## config.mk

```make
export PLATFORM = sky130hd
export DESIGN_NAME = move_entry_ctrl_flat
export DESIGN_NICKNAME = d
export VERILOG_FILES = /design/src/rtl/chess_pkg.sv /design/src/rtl/move_entry_ctrl_if.sv /design/src/rtl/button_debounce.sv /design/src/rtl/move_entry_ctrl.sv /design/src/flat_wrapper.sv
export SDC_FILE = /design/constraint.sdc
export NUM_CORES = 1
export LEC_CHECK = 0
export CORE_MARGIN = 4
export CORE_UTILIZATION = 38
export DETAILED_ROUTE_END_ITERATION = 8
export DONT_BUFFER_PORTS = 1
export PLACE_DENSITY = 0.5
export SLEW_MARGIN = 20
export SYNTH_ARGS = -nofsm -noshare
export SYNTH_HDL_FRONTEND = slang
export SYNTH_HIERARCHICAL = 1
export SYNTH_SLANG_ARGS = --single-unit
```

## constraint.sdc

```tcl
create_clock -name clock -period 1.8 [get_ports clock]
set_clock_uncertainty 0.15 [all_clocks]
set_input_delay 0.09 -clock clock [delete_from_list [all_inputs] [get_ports clock]]
set_output_delay 0.09 -clock clock [all_outputs]
set_load 0.01 [all_outputs]
```

## src/rtl/chess_pkg.sv

```systemverilog
// Shared types and constants for the chess board front end: squares, move-entry
// FSM states and the mailbox command word layout.
package chess_pkg;

    typedef logic [5:0] square_t;

    typedef enum logic [2:0] {
        S_IDLE,
        S_HAVE_FROM,
        S_RD_REQ,
        S_RD_WAIT,
        S_CHECK,
        S_WR
    } state_t;

    localparam int          CMD_VALID_BIT        = 31;
    localparam int          CMD_FROM_LSB         = 6;
    localparam int          CMD_TO_LSB           = 0;
    localparam logic [11:0] DEFAULT_MAILBOX_ADDR = 12'd40;

    function automatic logic [31:0] make_cmd(square_t from_sq, square_t to_sq);
        logic [31:0] cmd;
        cmd                      = '0;
        cmd[CMD_VALID_BIT]       = 1'b1;
        cmd[CMD_FROM_LSB +: 6]   = from_sq;
        cmd[CMD_TO_LSB +: 6]     = to_sq;
        return cmd;
    endfunction

    // Rank/file step that sticks at the board edge instead of wrapping.
    function automatic logic [2:0] sat_step(logic [2:0] v, logic inc);
        if (inc) begin
            return (v == 3'd7) ? v : v + 3'd1;
        end
        return (v == 3'd0) ? v : v - 3'd1;
    endfunction

endpackage

```

## src/rtl/move_entry_ctrl_if.sv

```systemverilog
// Port-B mailbox access bus shared with the VGA reader through an external arbiter.
interface move_entry_ctrl_if;

    logic        mem_req;
    logic        mem_gnt;
    logic [11:0] mem_addr;
    logic [31:0] mem_wdata;
    logic        mem_wren;
    logic [31:0] mem_rdata;

    modport master (
        output mem_req,
        output mem_addr,
        output mem_wdata,
        output mem_wren,
        input  mem_gnt,
        input  mem_rdata
    );

    modport slave (
        input  mem_req,
        input  mem_addr,
        input  mem_wdata,
        input  mem_wren,
        output mem_gnt,
        output mem_rdata
    );

endinterface

```

## src/rtl/button_debounce.sv

```systemverilog
// One push-button: two-flop synchroniser, stability counter and a single-cycle
// press pulse when the accepted level rises.
module button_debounce
    import chess_pkg::*;
#(
    parameter int DEBOUNCE_CYCLES = 1000000,
    parameter int CNT_W           = 20
) (
    input  logic clock,
    input  logic reset,
    input  logic btn_raw,
    output logic press
);

    localparam logic [CNT_W-1:0] CNT_MAX = CNT_W'(DEBOUNCE_CYCLES);

    logic             sync1_q;
    logic             sync2_q;
    logic             level_q, level_d;
    logic             press_q, press_d;
    logic [CNT_W-1:0] cnt_q, cnt_d;

    always_comb begin
        level_d = level_q;
        cnt_d   = cnt_q;
        press_d = 1'b0;
        if (sync2_q == level_q) begin
            cnt_d = '0;
        end else if (cnt_q == CNT_MAX) begin
            level_d = ~level_q;
            cnt_d   = '0;
            press_d = ~level_q;
        end else begin
            cnt_d = cnt_q + CNT_W'(1);
        end
    end

    always_ff @(posedge clock or posedge reset) begin
        if (reset) begin
            sync1_q <= 1'b0;
            sync2_q <= 1'b0;
            level_q <= 1'b0;
            press_q <= 1'b0;
            cnt_q   <= '0;
        end else begin
            sync1_q <= btn_raw;
            sync2_q <= sync1_q;
            level_q <= level_d;
            press_q <= press_d;
            cnt_q   <= cnt_d;
        end
    end

    assign press = press_q;

endmodule

```

## src/rtl/move_entry_ctrl.sv

```systemverilog
// Player move entry: debounced buttons drive a board cursor and from/to selection;
// each completed move is posted into the dmem mailbox once the processor has drained it.
module move_entry_ctrl
    import chess_pkg::*;
#(
    parameter logic [11:0] MAILBOX_ADDR    = DEFAULT_MAILBOX_ADDR,
    parameter int          DEBOUNCE_CYCLES = 1000000,
    parameter int          CNT_W           = 20
) (
    input  logic                     clock,
    input  logic                     reset,
    input  logic                     btn_up,
    input  logic                     btn_down,
    input  logic                     btn_left,
    input  logic                     btn_right,
    input  logic                     btn_sel,
    input  logic                     btn_cancel,
    move_entry_ctrl_if.master        mem,
    output square_t                  cursor_sq,
    output square_t                  from_sq,
    output logic                     from_valid,
    output logic                     busy,
    output logic                     move_sent
);

    logic p_up, p_down, p_left, p_right, p_sel, p_cancel;

    button_debounce #(.DEBOUNCE_CYCLES(DEBOUNCE_CYCLES), .CNT_W(CNT_W)) u_db_up (
        .clock(clock), .reset(reset), .btn_raw(btn_up), .press(p_up));
    button_debounce #(.DEBOUNCE_CYCLES(DEBOUNCE_CYCLES), .CNT_W(CNT_W)) u_db_down (
        .clock(clock), .reset(reset), .btn_raw(btn_down), .press(p_down));
    button_debounce #(.DEBOUNCE_CYCLES(DEBOUNCE_CYCLES), .CNT_W(CNT_W)) u_db_left (
        .clock(clock), .reset(reset), .btn_raw(btn_left), .press(p_left));
    button_debounce #(.DEBOUNCE_CYCLES(DEBOUNCE_CYCLES), .CNT_W(CNT_W)) u_db_right (
        .clock(clock), .reset(reset), .btn_raw(btn_right), .press(p_right));
    button_debounce #(.DEBOUNCE_CYCLES(DEBOUNCE_CYCLES), .CNT_W(CNT_W)) u_db_sel (
        .clock(clock), .reset(reset), .btn_raw(btn_sel), .press(p_sel));
    button_debounce #(.DEBOUNCE_CYCLES(DEBOUNCE_CYCLES), .CNT_W(CNT_W)) u_db_cancel (
        .clock(clock), .reset(reset), .btn_raw(btn_cancel), .press(p_cancel));

    state_t      state_q, state_d;
    square_t     cursor_q, cursor_d;
    square_t     from_q, from_d;
    square_t     to_q, to_d;
    logic        from_valid_q, from_valid_d;
    logic        req_q, req_d;
    logic        wren_q, wren_d;
    logic [11:0] addr_q, addr_d;
    logic [31:0] wdata_q, wdata_d;
    logic [2:0]  rank, file;
    logic        selecting;

    always_comb begin
        state_d      = state_q;
        cursor_d     = cursor_q;
        from_d       = from_q;
        to_d         = to_q;
        from_valid_d = from_valid_q;
        req_d        = req_q;
        wren_d       = wren_q;
        addr_d       = addr_q;
        wdata_d      = wdata_q;
        rank         = cursor_q[5:3];
        file         = cursor_q[2:0];
        selecting    = (state_q == S_IDLE) || (state_q == S_HAVE_FROM);

        // Only the highest-priority pulse acts; the rest of that cycle's pulses are lost.
        if (selecting) begin
            if (p_cancel) begin
                if (state_q == S_HAVE_FROM) begin
                    from_valid_d = 1'b0;
                    state_d      = S_IDLE;
                end
            end else if (p_sel) begin
                if (state_q == S_IDLE) begin
                    from_d       = cursor_q;
                    from_valid_d = 1'b1;
                    state_d      = S_HAVE_FROM;
                end else if (cursor_q == from_q) begin
                    from_valid_d = 1'b0;
                    state_d      = S_IDLE;
                end else begin
                    to_d    = cursor_q;
                    req_d   = 1'b1;
                    wren_d  = 1'b0;
                    addr_d  = MAILBOX_ADDR;
                    state_d = S_RD_REQ;
                end
            end else if (p_up) begin
                cursor_d = {sat_step(rank, 1'b1), file};
            end else if (p_down) begin
                cursor_d = {sat_step(rank, 1'b0), file};
            end else if (p_left) begin
                cursor_d = {rank, sat_step(file, 1'b0)};
            end else if (p_right) begin
                cursor_d = {rank, sat_step(file, 1'b1)};
            end
        end

        case (state_q)
            S_RD_REQ: begin
                if (mem.mem_gnt) begin
                    req_d   = 1'b0;
                    state_d = S_RD_WAIT;
                end
            end
            S_RD_WAIT: state_d = S_CHECK;
            S_CHECK: begin
                // A still-valid mailbox means the processor has not consumed the last move.
                req_d = 1'b1;
                if (mem.mem_rdata[CMD_VALID_BIT]) begin
                    state_d = S_RD_REQ;
                end else begin
                    wren_d  = 1'b1;
                    wdata_d = make_cmd(from_q, to_q);
                    state_d = S_WR;
                end
            end
            S_WR: begin
                if (mem.mem_gnt) begin
                    req_d        = 1'b0;
                    wren_d       = 1'b0;
                    from_valid_d = 1'b0;
                    state_d      = S_IDLE;
                end
            end
            default: ;
        endcase
    end

    always_ff @(posedge clock or posedge reset) begin
        if (reset) begin
            state_q      <= S_IDLE;
            cursor_q     <= '0;
            from_q       <= '0;
            to_q         <= '0;
            from_valid_q <= 1'b0;
            req_q        <= 1'b0;
            wren_q       <= 1'b0;
            addr_q       <= '0;
            wdata_q      <= '0;
        end else begin
            state_q      <= state_d;
            cursor_q     <= cursor_d;
            from_q       <= from_d;
            to_q         <= to_d;
            from_valid_q <= from_valid_d;
            req_q        <= req_d;
            wren_q       <= wren_d;
            addr_q       <= addr_d;
            wdata_q      <= wdata_d;
        end
    end

    assign mem.mem_req   = req_q;
    assign mem.mem_wren  = wren_q;
    assign mem.mem_addr  = addr_q;
    assign mem.mem_wdata = wdata_q;

    assign cursor_sq  = cursor_q;
    assign from_sq    = from_q;
    assign from_valid = from_valid_q;
    assign busy       = !selecting;
    assign move_sent  = (state_q == S_WR) && mem.mem_gnt;

endmodule

```

## src/flat_wrapper.sv

```systemverilog
// flat-port wrapper written by rule: the top's interface ports become plain ports
module move_entry_ctrl_flat import chess_pkg::*;
#(
    parameter logic [11:0] MAILBOX_ADDR    = DEFAULT_MAILBOX_ADDR,
    parameter int          DEBOUNCE_CYCLES = 1000000,
    parameter int          CNT_W           = 20
)
  (clock, reset, btn_up, btn_down, btn_left, btn_right, btn_sel, btn_cancel, cursor_sq, from_sq, from_valid, busy, move_sent, mem_mem_req, mem_mem_addr, mem_mem_wdata, mem_mem_wren, mem_mem_gnt, mem_mem_rdata);
  move_entry_ctrl_if mem_i ();
  input  logic clock;
  input  logic reset;
  input  logic btn_up;
  input  logic btn_down;
  input  logic btn_left;
  input  logic btn_right;
  input  logic btn_sel;
  input  logic btn_cancel;
  output square_t cursor_sq;
  output square_t from_sq;
  output logic from_valid;
  output logic busy;
  output logic move_sent;
  output wire logic [$bits(mem_i.mem_req)-1:0] mem_mem_req;
  output wire logic [$bits(mem_i.mem_addr)-1:0] mem_mem_addr;
  output wire logic [$bits(mem_i.mem_wdata)-1:0] mem_mem_wdata;
  output wire logic [$bits(mem_i.mem_wren)-1:0] mem_mem_wren;
  input wire logic [$bits(mem_i.mem_gnt)-1:0] mem_mem_gnt;
  input wire logic [$bits(mem_i.mem_rdata)-1:0] mem_mem_rdata;
  assign mem_mem_req = mem_i.mem_req;
  assign mem_mem_addr = mem_i.mem_addr;
  assign mem_mem_wdata = mem_i.mem_wdata;
  assign mem_mem_wren = mem_i.mem_wren;
  assign mem_i.mem_gnt = mem_mem_gnt;
  assign mem_i.mem_rdata = mem_mem_rdata;
  move_entry_ctrl #(.MAILBOX_ADDR(MAILBOX_ADDR), .DEBOUNCE_CYCLES(DEBOUNCE_CYCLES), .CNT_W(CNT_W)) u_core (.clock(clock), .reset(reset), .btn_up(btn_up), .btn_down(btn_down), .btn_left(btn_left), .btn_right(btn_right), .btn_sel(btn_sel), .btn_cancel(btn_cancel), .mem(mem_i), .cursor_sq(cursor_sq), .from_sq(from_sq), .from_valid(from_valid), .busy(busy), .move_sent(move_sent));
endmodule
```

### Word level (Yosys, flattened, before mapping)

Cells that the tools add are included.

| word-level totals | value |
|---|---|
| bits of input ports | 41 |
| output and inout port bits | 61 |
| bits in registers | 182 |

| cells by class | value |
|---|---|
| equality and inequality tests | 22 |
| reductions and logical operators | 20 |
| bitwise operators | 19 |
| add/subtract/negate cells | 10 |
| mux-type cells | 78 |

Operators by type and width:

| operator | number |
|---|---|
| $mux 20 | 12 |
| $add 20x1->20 const B | 6 |
| $eq 20x20->1 const B | 6 |
| $mux 3 | 15 |
| $mux 1 | 44 |
| $not 1->1 | 19 |
| $mux 6 | 3 |
| $reduce_and 2->1 | 7 |
| $eq 3x3->1 const B | 4 |
| $pmux 3 s4 | 1 |
| $reduce_and 5->1 | 2 |
| $logic_not 3->1 | 3 |
| $reduce_and 7->1 | 1 |
| $add 3x1->3 const B | 2 |
| $eq 1x1->1 | 6 |
| $eq 3x2->1 const B | 2 |
| $eq 6x6->1 | 1 |
| $ne 3x3->1 const B | 2 |
| $sub 3x1->3 const B | 2 |
| $pmux 1 s2 | 2 |
| $reduce_and 4->1 | 1 |
| $reduce_bool 2->1 | 2 |
| $eq 3x1->1 const B | 1 |
| $mux 2 | 1 |
| 4 further kinds | 4 |

### Depth between registers and ports, before layout

| depth | value |
|---|---|
| depth after elaboration | 12 |
| mapped depth | 7 |
| gate-level depth less buffers | 7 |

### Modules after synthesis

The synthesis kept the hierarchy.

Modules (own cells, without submodules):

| module | sequential area each (um^2) | times used | area each (um^2) | cells each |
|---|---|---|---|---|
| button_debounce | 600.6 | 6 | 1208.7 | 122 |
| move_entry_ctrl | 950.9 | 1 | 2095.8 | 194 |

### Worst setup path before layout

No wires, ideal clock.

| path | value |
|---|---|
| kind | register to register |
| start | reg u_core.cursor_q[3], in the netlist u_core/cursor_sq[3] |
| end | reg u_core.cursor_q[4], in the netlist u_core/cursor_sq[4] |
| clock period less this slack | 1.840 ns |
| required time | 1.523 ns |
| data arrival time | 1.563 ns |
| setup slack | -0.040 ns |
| path buffers | 0 |
| cell stages (with the launch flop) | 8 |
| cells stage by stage | dfrtp_1 > inv_1 > ha_1 > ha_1 > nor3b_1 > o21bai_4 > a211oi_1 > a21oi_1 |

| on the way | value |
|---|---|
| cells in the longest elaborated chain, start to end | 4 |
| elaborated cells on any way between the ends | 11 |

Ends and longest elaborated chain:

| what | RTL line | RTL |
|---|---|---|
| start, declared | move_entry_ctrl.sv:42 | `square_t cursor_q, cursor_d;` |
| start signal, assigned | move_entry_ctrl.sv:144 | `cursor_q <= cursor_d;` |
| $sub 3x1->3 (tied with other cells) | chess_pkg.sv:35 | `return (v == 3'd0) ? v : v - 3'd1;` |
| $mux 3, on equally long branches | chess_pkg.sv:35, chess_pkg.sv:33 |  |
| $mux 6 or $mux 3 (tied branches) | move_entry_ctrl.sv:91, chess_pkg.sv:35 |  |
| $mux 6 | move_entry_ctrl.sv:89 | `end else if (p_up) begin` |

Parallel ways exist; a longest one is shown, timed or not. The select of a mux whose other input is x is not followed.
A chain may end at the register's enable or synchronous reset.

### Worst setup path after layout

| path | value |
|---|---|
| start | reg u_core.state_q[1] |
| end | reg u_core.cursor_q[3], in the netlist u_core/cursor_sq[3] |

| on the way | value |
|---|---|
| cells in the longest elaborated chain, start to end | 3 |
| elaborated cells on any way between the ends | 4 |

Ends and longest elaborated chain:

| what | RTL line | RTL |
|---|---|---|
| start, declared | move_entry_ctrl.sv:41 | `state_t state_q, state_d;` |
| start signal, assigned | move_entry_ctrl.sv:143 | `state_q <= state_d;` |
| $eq 3x1->1 or $logic_not 3->1 (tied branches) | move_entry_ctrl.sv:65 | `selecting = (state_q == S_IDLE) \|\| (state_q == S_HAVE_FROM);` |
| $logic_or 1x1->1 * | move_entry_ctrl.sv:65 |  |
| $reduce_and 5->1 (no source line) * | - |  |

Mark *: on every way between the ends. The rest lies on a longest branch, timed or not.

==> flow_summary.toml <==
[floorplanning]
die_w_um = 164.8
io_pins = 102
initial_core_util_pct = 38.55
die-area_um2 = 27170
core_um2 = 24250
rows = 57
die_h_um = 164.8

[synth]
synth.top_cell.area_share_pct = 48.72
async_flop_share_pct = 100.0
synth-edff-count = 0
yosys_most_used_dff = "dfrtp_1"
syn_area_um2 = 9348
netlist_instances = 926
yosys_warnings = 6
synth.most_common_cell = "dfrtp_1"
synthTopCellsByArea = "dfrtp_1 49%, xor2_1 4.0%, nor2_1 3.7%, xnor2_1 3.7%, buf_4 3.5%"
ys_ff_latch = 182
synth_top_cells_by_count = "182 x dfrtp_1, 92 x nor2_1, 54 x inv_1, 53 x nand3_1, 47 x nand2_1"
ys_seq_area_share_pct = 48.72
yosysTopAreaCell = "dfrtp_1"
synth_area_per_cell_um2 = 10.09
synth_cell_types = 56

[cts]
cts_tree = "yes"
cts_root_buf = "clkbuf_16"
ctsLongestPathBuffers = 2
htreeDepth = 4
path_clk_slew_ns = 0.07
clk_latency_ns = 0.42
cts-buffers-inserted = 17
cts.sinks = 182

[placed_design]
placed_area_um2 = 10130
gp_congestion = 0.7708
dpl_worst_slack_ns = 0.02755
io_buffers = 0
place_hpwl_um = 13840

[global_route]
grt_pass1_vias = 6608
grt_max_degree = 36
grt_pass1_wl_um = 33450
grt_overflow_total = 0
gr-usage-all-layers_pct = 15.20
antenna_found_initial = 0

[sta]
final-setup-viol-count = 0
max_freq_mhz = 572.9
hold-worst-slack_ns = 0.03988
drv_slew = 0
rsz0062_at_grt = "yes"
fin_crit_sh_pct = 96.97
worst_slack_ns = 0.05453
finalCriticalPeriod_ns = 1.745
hold_violations = 0

[power_and_ir_drop]
p_leak_uw = 0.004790
power-per-cell-area_nw_per_um2 = 745.0
peakVddDrop_uv = 526.0
p_total_uw = 8226

[final_layout]
area_delta_synth_final_pct = 18.12
n_antenna_cell = 0
regArea_um2 = 4563
multi_input_comb_area_um2 = 4441
layout-drive-gt1-share_pct = 21.68
nNetsFinal = 1072
nFillCells = 2373
stdcell_area_um2 = 11040

[critical_path]
crit_type = "reg2reg"
cp-end-kind = "flip-flop"
path_max_fanout = 5
cp-start-kind = "flip-flop"
critPathRequiredTime_ns = 1.96
worstPathArrival_ns = 1.90

[run_status]
status = "complete, no violations"

[drt]
drt_iter0_drc = 354
postRouteWirelength_um = 19580
viasPerCell = 4.981
vias = 6715
ant_nets = 0
wl_per_cell_um = 14.53
drc = 0
dr.pass1.iters = 5

[flow_run]
drv_cap = 0

[worst_hold_path]
hold_path_class = "in2async"
[routing by layer]
metal,global-route usage [%],share of wire [%],wire [um]
met4,3.970,1.2,227
met2,23.85,46,8986
met5,0,0,0
met3,3.619,4.0,784
met1,21.20,49,9584
[worst paths after layout]
kind	cells past startpoint	endpoint	from	slack [ns]
max reg2reg	4	u_core/cursor_sq[3]	u_core/state_q[1]	0.05
min reg2reg	0	u_core/u_db_cancel/sync2_q	u_core/u_db_cancel/sync1_q	0.20
max	4	u_core/cursor_sq[3]	u_core/state_q[1]	0.05
max in group asynchronous	3	u_core/cursor_sq[0]	reset	0.79
min in group clock	1	u_core/u_db_down/sync1_q	btn_down	0.07
min	2	u_core/mem.mem_wdata[10]	reset	0.04
[registers in the layout, summed over array words and instances (netlist names), 3 cells and up, named ones only]
name and count:
u_core/u_db_cancel/cnt_q 20, u_core/u_db_down/cnt_q 20, u_core/u_db_left/cnt_q 20, u_core/u_db_right/cnt_q 20, u_core/u_db_sel/cnt_q 20, u_core/u_db_up/cnt_q 20, u_core/mem.mem_wdata 13, u_core/from_sq 6
u_core/to_q 6, u_core/cursor_sq 4, u_core/state_q 3
[layout by cell type, fill, tap and decap left out, drive strengths merged, types with 7 or more instances in the layout]
master and n:
conb 29, inv 56, and4 12, nor2 92, nand3 59, nand2 59, nand4 31, xnor2 39
mux2 25, nor4 24, or4 19, dfrtp 182, and3 30, o31ai 21, o21ai 29, ha 20
or3 18, nor3 7, clkbuf 18, xor2 43, buf 94, a21oi 46, dlygate4sd3 9
[report_power, final]
| part | leakage [uW] | total, uW | switching (uW) | internal (uW) |
|---|---|---|---|---|
| combinational | 0.00204 | 353 | 232 | 121 |
| sequential | 0.00247 | 4180 | 44.5 | 4130 |
| clock | 0.000273 | 3690 | 1640 | 2060 |
| total | 0.00479 | 8230 | 1910 | 6310 |
[cell type report]
cell class                      instances  share of cell area [%]
Clock inverter                         14                   1.382
Tap cell                              324                   3.671
Inverter                               54                   1.836
Multi-Input combinational cell        653                   40.22
Clock buffer                           18                   3.887
Sequential cell                       182                   41.33
Timing Repair Buffer                  103                   7.683
[per-stage QoR]
| step | util [%] | setup TNS [ns] | cells |
|---|---|---|---|
| after floorplan | - | 0 | 954 |
| after global placement | 41.79 | 0 | 1301 |
| after detailed placement | 41.79 | 0 | 1301 |
| after CTS | 44.56 | 0 | 1342 |
| after global routing | 45.54 | -0.5461 | 1348 |
| final | 45.54 | 0 | 1348 |
[worst max-delay path, cell delays in order (launching register included)]
cell and delay [ns]:
dfrtp_1 0.42, or4_4 0.59, o21bai_4 0.21, buf_4 0.16
xnor2_1 0.12
[timing repair]
item,CTS,global route
gates resized for setup,0,55
hold buffers,9,0
endpoints found under the hold margin,207,0
endpoints found under the setup margin,0,103
buffers inserted,0,5
[kinds of logic (layout without fill, tap and decap cells)]
kind of cell / after synthesis / count (layout) / synth area share, %
buf+inv: 119 / 189 / 6.826
xor+xnor: 82 / 82 / 7.683
other cells: 1 / 29 / 0.04012
fa+ha+maj: 20 / 20 / 2.677
simple gates: 382 / 382 / 23.49
mux: 26 / 26 / 3.119
flops: 182 / 182 / 48.72
compound gates: 114 / 114 / 7.442
Note: power is estimated with default switching activity, not from simulation.
